<file path="src/rtl/gpu_pkg.sv">
// gpu_pkg: shared types and constants for the GPU front-end blocks.
package gpu_pkg;

    typedef enum logic [2:0] {
        OP_SEQ    = 3'd0,
        OP_BRANCH = 3'd1,
        OP_CALL   = 3'd2,
        OP_RET    = 3'd3,
        OP_HALT   = 3'd4
    } pc_op_t;

    typedef enum logic [1:0] {
        CTX_IDLE   = 2'd0,
        CTX_RUN    = 2'd1,
        CTX_HALTED = 2'd2,
        CTX_FAULT  = 2'd3
    } pc_ctx_state_t;

    localparam int NZP_N = 2;
    localparam int NZP_Z = 1;
    localparam int NZP_P = 0;

    // A single context still needs a one-bit select.
    function automatic int ctx_w(input int n);
        return (n > 1) ? $clog2(n) : 1;
    endfunction

endpackage

</file>
<file path="src/rtl/pc_sequencer_if.sv">
// pc_sequencer_if: scheduler/fetch-facing bus of the multi-context PC sequencer.
interface pc_sequencer_if
    import gpu_pkg::*;
#(
    parameter int ADDR_BITS = 8,
    parameter int NUM_CTX   = 4
);
    localparam int CTX_W = ctx_w(NUM_CTX);

    logic                 start;
    logic [ADDR_BITS-1:0] start_pc;
    logic [CTX_W-1:0]     ctx_sel;
    logic                 advance;
    logic [2:0]           op;
    logic [2:0]           nzp_mask;
    logic [2:0]           nzp_flags;
    logic [ADDR_BITS-1:0] target;
    logic [ADDR_BITS-1:0] pc_rd;
    logic [NUM_CTX-1:0]   running;
    logic [NUM_CTX-1:0]   fault;
    logic                 done;

    modport master (
        output start, start_pc, ctx_sel, advance, op, nzp_mask, nzp_flags, target,
        input  pc_rd, running, fault, done
    );

    modport slave (
        input  start, start_pc, ctx_sel, advance, op, nzp_mask, nzp_flags, target,
        output pc_rd, running, fault, done
    );

endinterface

</file>
<file path="src/rtl/pc_ret_stack.sv">
// pc_ret_stack: per-context LIFO of return addresses; entries are not reset.
module pc_ret_stack #(
    parameter int DEPTH = 4,
    parameter int WIDTH = 8
) (
    input  logic             clk,
    input  logic             reset,
    input  logic             clr,
    input  logic             push,
    input  logic             pop,
    input  logic [WIDTH-1:0] din,
    output logic [WIDTH-1:0] top,
    output logic             full,
    output logic             empty
);
    localparam int SPW = $clog2(DEPTH + 1);
    localparam int IW  = (DEPTH > 1) ? $clog2(DEPTH) : 1;

    logic [SPW-1:0] sp_q, sp_d;
    logic [WIDTH-1:0] mem_q [DEPTH];

    assign full  = sp_q == SPW'(DEPTH);
    assign empty = sp_q == '0;
    assign top   = empty ? '0 : mem_q[IW'(sp_q - SPW'(1))];

    always_comb begin
        sp_d = clr ? '0 : (push && !full) ? sp_q + SPW'(1) : (pop && !empty) ? sp_q - SPW'(1) : sp_q;
    end

    always_ff @(posedge clk or posedge reset) begin
        if (reset) sp_q <= '0;
        else sp_q <= sp_d;
    end

    always_ff @(posedge clk) begin
        if (push && !full && !clr) mem_q[IW'(sp_q)] <= din;
    end

endmodule

</file>
<file path="src/rtl/pc_sequencer.sv">
// pc_sequencer: one PC, NZP branch, return stack and run/halt/fault state per warp context.
module pc_sequencer
    import gpu_pkg::*;
#(
    parameter int ADDR_BITS   = 8,
    parameter int NUM_CTX     = 4,
    parameter int STACK_DEPTH = 4
) (
    input logic           clk,
    input logic           reset,
    pc_sequencer_if.slave bus
);
    localparam int CTX_W = ctx_w(NUM_CTX);

    logic [NUM_CTX-1:0][ADDR_BITS-1:0] pc_all;
    logic [NUM_CTX-1:0] run_v, flt_v;
    logic [ADDR_BITS-1:0] pc_rd_c;
    logic launched_q, launched_d, adv_ok, taken;

    // start wins over a same-cycle advance.
    assign adv_ok = bus.advance && !bus.start && int'(bus.ctx_sel) < NUM_CTX;
    assign taken  = |(bus.nzp_mask & bus.nzp_flags);

    for (genvar g = 0; g < NUM_CTX; g++) begin : g_ctx
        logic [ADDR_BITS-1:0] pc_q, pc_d, top, pc_inc;
        pc_ctx_state_t st_q, st_d;
        logic hit, full, empty;
        assign pc_inc = pc_q + 1'b1;
        assign hit    = adv_ok && bus.ctx_sel == CTX_W'(g) && st_q == CTX_RUN;
        pc_ret_stack #(.DEPTH(STACK_DEPTH), .WIDTH(ADDR_BITS)) u_stack (
            .clk   (clk),
            .reset (reset),
            .clr   (bus.start),
            .push  (hit && bus.op == OP_CALL),
            .pop   (hit && bus.op == OP_RET),
            .din   (pc_inc),
            .top   (top),
            .full  (full),
            .empty (empty)
        );
        always_comb begin
            pc_d = pc_q;
            st_d = st_q;
            if (bus.start) begin
                pc_d = bus.start_pc;
                st_d = CTX_RUN;
            end else if (hit) begin
                case (bus.op)
                    OP_BRANCH: pc_d = taken ? bus.target : pc_inc;
                    OP_CALL:   if (full) st_d = CTX_FAULT; else pc_d = bus.target;
                    OP_RET:    if (empty) st_d = CTX_FAULT; else pc_d = top;
                    OP_HALT:   st_d = CTX_HALTED;
                    default:   pc_d = pc_inc;
                endcase
            end
        end
        always_ff @(posedge clk or posedge reset) begin
            if (reset) begin
                pc_q <= '0;
                st_q <= CTX_IDLE;
            end else begin
                pc_q <= pc_d;
                st_q <= st_d;
            end
        end
        assign pc_all[g] = pc_q;
        assign run_v[g]  = st_q == CTX_RUN;
        assign flt_v[g]  = st_q == CTX_FAULT;
    end

    always_comb begin
        pc_rd_c = '0;
        for (int i = 0; i < NUM_CTX; i++) if (int'(bus.ctx_sel) == i) pc_rd_c = pc_all[i];
    end

    assign launched_d = bus.start ? 1'b1 : launched_q;

    always_ff @(posedge clk or posedge reset) begin
        if (reset) launched_q <= 1'b0;
        else launched_q <= launched_d;
    end

    assign bus.pc_rd   = pc_rd_c;
    assign bus.running = run_v;
    assign bus.fault   = flt_v;
    assign bus.done    = launched_q && run_v == '0;

endmodule

</file>
<file path="src/flat_wrapper.sv">
// flat-port wrapper written by rule: the top's interface ports become plain ports
module pc_sequencer_flat import gpu_pkg::*;
#(
    parameter int ADDR_BITS   = 8,
    parameter int NUM_CTX     = 4,
    parameter int STACK_DEPTH = 4
)
  (clk, reset, bus_start, bus_start_pc, bus_ctx_sel, bus_advance, bus_op, bus_nzp_mask, bus_nzp_flags, bus_target, bus_pc_rd, bus_running, bus_fault, bus_done);
  pc_sequencer_if #(.ADDR_BITS(ADDR_BITS), .NUM_CTX(NUM_CTX)) bus_i ();
  input logic clk;
  input logic reset;
  input wire logic [$bits(bus_i.start)-1:0] bus_start;
  input wire logic [$bits(bus_i.start_pc)-1:0] bus_start_pc;
  input wire logic [$bits(bus_i.ctx_sel)-1:0] bus_ctx_sel;
  input wire logic [$bits(bus_i.advance)-1:0] bus_advance;
  input wire logic [$bits(bus_i.op)-1:0] bus_op;
  input wire logic [$bits(bus_i.nzp_mask)-1:0] bus_nzp_mask;
  input wire logic [$bits(bus_i.nzp_flags)-1:0] bus_nzp_flags;
  input wire logic [$bits(bus_i.target)-1:0] bus_target;
  output wire logic [$bits(bus_i.pc_rd)-1:0] bus_pc_rd;
  output wire logic [$bits(bus_i.running)-1:0] bus_running;
  output wire logic [$bits(bus_i.fault)-1:0] bus_fault;
  output wire logic [$bits(bus_i.done)-1:0] bus_done;
  assign bus_i.start = bus_start;
  assign bus_i.start_pc = bus_start_pc;
  assign bus_i.ctx_sel = bus_ctx_sel;
  assign bus_i.advance = bus_advance;
  assign bus_i.op = bus_op;
  assign bus_i.nzp_mask = bus_nzp_mask;
  assign bus_i.nzp_flags = bus_nzp_flags;
  assign bus_i.target = bus_target;
  assign bus_pc_rd = bus_i.pc_rd;
  assign bus_running = bus_i.running;
  assign bus_fault = bus_i.fault;
  assign bus_done = bus_i.done;
  pc_sequencer #(.ADDR_BITS(ADDR_BITS), .NUM_CTX(NUM_CTX), .STACK_DEPTH(STACK_DEPTH)) u_core (.clk(clk), .reset(reset), .bus(bus_i));
endmodule
</file>
<file path="config.mk">
export PLATFORM = sky130hd
export DESIGN_NAME = pc_sequencer_flat
export DESIGN_NICKNAME = d
export VERILOG_FILES = /design/src/rtl/gpu_pkg.sv /design/src/rtl/pc_sequencer_if.sv /design/src/rtl/pc_ret_stack.sv /design/src/rtl/pc_sequencer.sv /design/src/flat_wrapper.sv
export SDC_FILE = /design/constraint.sdc
export NUM_CORES = 1
export LEC_CHECK = 0
export BUFFER_PORTS_ARGS = -buffer_cell sky130_fd_sc_hd__buf_2
export CORE_MARGIN = 2
export CORE_UTILIZATION = 55
export DETAILED_ROUTE_END_ITERATION = 7
export PLACE_DENSITY = 0.8
export SYNTH_ARGS = -nofsm -noshare
export SYNTH_HDL_FRONTEND = slang
export SYNTH_HIERARCHICAL = 1
export SYNTH_SLANG_ARGS = --single-unit
</file>
<file path="constraint.sdc">
create_clock -name clk -period 2.3 [get_ports clk]
set_input_delay 0.115 -clock clk [delete_from_list [all_inputs] [get_ports clk]]
set_output_delay 0.115 -clock clk [all_outputs]
set_load 0.005 [all_outputs]
</file>
==> impl_metrics.env <==
export IMPL_grt_max_degree=82
export IMPL_power_density_mw_per_mm2=735.0
export IMPL_critical_path_class="flop to flop"
export IMPL_muxShareOfSynthArea=0.1076
export IMPL_cts_tree="built"
export IMPL_postLayoutSetupSlackWorst_ns=0.07083
export IMPL_post_cts_setup_buffers=0
export IMPL_p_leak_nw=4.383
export IMPL_fin_skew_ns=0.009560
export IMPL_crit_path_start_kind="flop"
export IMPL_synth_compound_area_frac=0.1468
export IMPL_yosys_area_share_simple=0.1422
export IMPL_slew_viol_final=0
export IMPL_synth_fp_nets=894
export IMPL_worst_pin_slew_ns=1.016
export IMPL_firstDrtPassIters=6
export IMPL_ys_flop_type="edfxtp_1"
export IMPL_drtIter0Drc=981
export IMPL_die_area_mm2=0.01939
export IMPL_drt_wirelength_per_cell_um=23.59
export IMPL_antenna_cells=0
export IMPL_relSlewSlack=0.3158
export IMPL_synthCells=839
export IMPL_dp_hpwl_um=19530
export IMPL_area_delta_synth_final_pct=16.53
export IMPL_initial_core_util=0.5600
export IMPL_fmax_mhz=448.6
export IMPL_cp_end_kind="flop"
export IMPL_synth_top_cell_area_share=0.3821
export IMPL_grtUsageTotal=0.2931
export IMPL_hp_class="input pin to flop"
export IMPL_final_common_cell="edfxtp_1"
export IMPL_ys_types=68
export IMPL_filler_cell_count=1319
export IMPL_synth_edf_count=128
export IMPL_drc_errors=0
export IMPL_total_power_w=0.008616
export IMPL_wirelength_um=28050
export IMPL_yosysTopAreaCell="edfxtp_1"
export IMPL_post_route_min_period_ns=2.229
export IMPL_finalInstanceArea_mm2=0.01172
export IMPL_avgSynthCellArea_um2=11.99
export IMPL_die_x_um=139.2
export IMPL_overflow=0
export IMPL_cts_sinks=181
export IMPL_setup_viol=0
export IMPL_synth_async_reset_ratio=0.2928
export IMPL_hold_slack_ns=0.06655
export IMPL_antenna_left=0
export IMPL_ir_drop_uv=1025
export IMPL_yosysSeqAreaShare=0.5139
export IMPL_drive_gt1_frac=0.2760
export IMPL_syn_area_mm2=0.01006
export IMPL_finish_utilization=0.6526
export IMPL_clockBufferDepth=2
export IMPL_yosys_area_share_xor_xnor=0.01393
export IMPL_crit_required_ns=2.62
export IMPL_grt_pass1_vias=7242
export IMPL_dpl_worst_slack_ns=-0.03717
export IMPL_cts_root_buf="clkbuf_16"
export IMPL_fin_nets=1002
export IMPL_cap_violations=0
export IMPL_synth_area_leaders="edfxtp_1 38%, dfrtp_1 13%, mux4_2 9.0%, a21oi_1 3.3%, ha_1 3.0%"
export IMPL_min_period_over_period=0.9692
export IMPL_antenna_found_initial=0
export IMPL_synth_fa_ha_area_frac=0.02985
export IMPL_status="finished clean"
export IMPL_synth_top_family_by_area="compound AO/OA/AOI/OAI gates"
export IMPL_post_dp_cell_area_mm2=0.01095
export IMPL_via_per_inst=6.437
export IMPL_portBuffers=47
export IMPL_clk_pin_slew_ns=0.07
export IMPL_boundaryPins=48
export IMPL_yosys_register_bits=181
export IMPL_gp_congestion=0.9823
export IMPL_yosys_warnings=6
export IMPL_hold_viol=0
export IMPL_core_region_area_mm2=0.01796
export IMPL_grt_pass1_wl_um=42810
export IMPL_die_h_um=139.2
export IMPL_h_tree_depth=4
export IMPL_layout_common_cells="128 x edfxtp_1, 83 x buf_4, 67 x a21oi_1, 53 x dfrtp_1, 50 x nand2_1"
export IMPL_cts_inserted_buffers=17
export IMPL_rows=49
export IMPL_arrival_ns=2.55
export IMPL_vias=7653
export IMPL_crit_fanout=3
export IMPL_clock_latency_ns=0.44
through the flow:
stage,std cells,TNS (ns)
global route,1189,-0.06217
detailed placement,1150,-0.3762
floorplan,839,-0.02523
CTS,1189,0
global placement,1150,0
finish,1189,0
kinds of logic (layout without fill, tap and decap cells):
| group | count (synthesis) | in the layout |
|---|---|---|
| multiplexers | 56 | 56 |
| flip-flops | 181 | 181 |
| AO/OA/AOI/OAI | 210 | 210 |
| XOR/XNOR | 16 | 16 |
| adder cells (fa/ha/maj) | 24 | 24 |
| AND/OR/NAND/NOR | 255 | 255 |
| buffers and inverters | 97 | 218 |
what timing repair did:
item                       4_1_cts  5_1_grt
gates cloned                     0        0
pin swaps                        0        1
hold buffers                     7        0
hold endpoints to repair        39        0
setup endpoints to repair       32      131
resized for setup                4       35
routing by layer:
metal  share of wire  vias up  routed length, um  GRT usage
met5               0        -                  0          0
met4           0.042        0               1180     0.1366
met3            0.11       93               3012    0.07536
met2            0.44      507              12380     0.4208
met1            0.41     3687              11480     0.4215
li1                -     3366                  -          -
Yosys cell counts, drive strengths merged (10+ instances only):
| library cell | number |
|---|---|
| edfxtp | 128 |
| a21oi | 67 |
| dfrtp | 53 |
| nand2 | 50 |
| inv | 48 |
| nor2b | 46 |
| mux4 | 40 |
| nor2 | 40 |
| o21ai | 34 |
| buf | 31 |
| and2 | 27 |
| ha | 24 |
| a21boi | 18 |
| clkbuf | 18 |
| nand3 | 18 |
| nor3 | 17 |
| xor2 | 13 |
| mux2i | 11 |
| o211ai | 11 |
| a31oi | 10 |
| nand2b | 10 |
| or3 | 10 |
cell type report:
class / instances / area [um2] / area share
clock buffers: 19 / 452.9 / 0.03864
multi-input cells: 561 / 4523 / 0.3858
clock inverters: 13 / 161.4 / 0.01377
inverters: 48 / 180.2 / 0.01537
repair buffers: 138 / 948.4 / 0.08091
well taps: 229 / 286.5 / 0.02444
flip-flops and latches: 181 / 5170 / 0.4410
registers in the layout, indices dropped and copies added, names as in the netlist:
name and cells:
u_core/g_ctx.u_stack/mem_q 128, u_core/g_ctx.pc_q 32, u_core/g_ctx.u_stack/sp_q 12, u_core/g_ctx.st_q 8
u_core/launched_q 1
report_power, final:
| group | switching (W) | internal, W |
|---|---|---|
| Combinational | 0.000987 | 0.000777 |
| Clock | 0.00135 | 0.00170 |
| Sequential | 0.000132 | 0.00367 |
worst paths after layout:
kind / startpoint / endpoint / slack, ns / cells past startpoint
min reg2reg: u_core/launched_q / u_core/launched_q / 0.47 / 1
min: bus_start_pc[3] / u_core/g_ctx[1].pc_q[3] / 0.07 / 3
max reg2reg: u_core/g_ctx[3].st_q[1] / u_core/g_ctx[3].u_stack/sp_q[0] / 0.07 / 7
max: u_core/g_ctx[3].st_q[1] / u_core/g_ctx[3].u_stack/sp_q[0] / 0.07 / 7
max in group asynchronous: reset / u_core/g_ctx[0].pc_q[3] / 1.22 / 4
min in group asynchronous: reset / u_core/g_ctx[0].u_stack/sp_q[2] / 0.20 / 3
worst max-delay path, cell delays in order, from the launching register on:
cell	delay [ns]
dfrtp_1	0.41
nor2b_1	0.20
or3b_1	0.43
nor3_2	0.19
a21boi_4	0.29
a2bb2oi_4	0.22
nor2_2	0.07
mux2_4	0.31
Note: power is estimated with default switching activity, not from simulation.
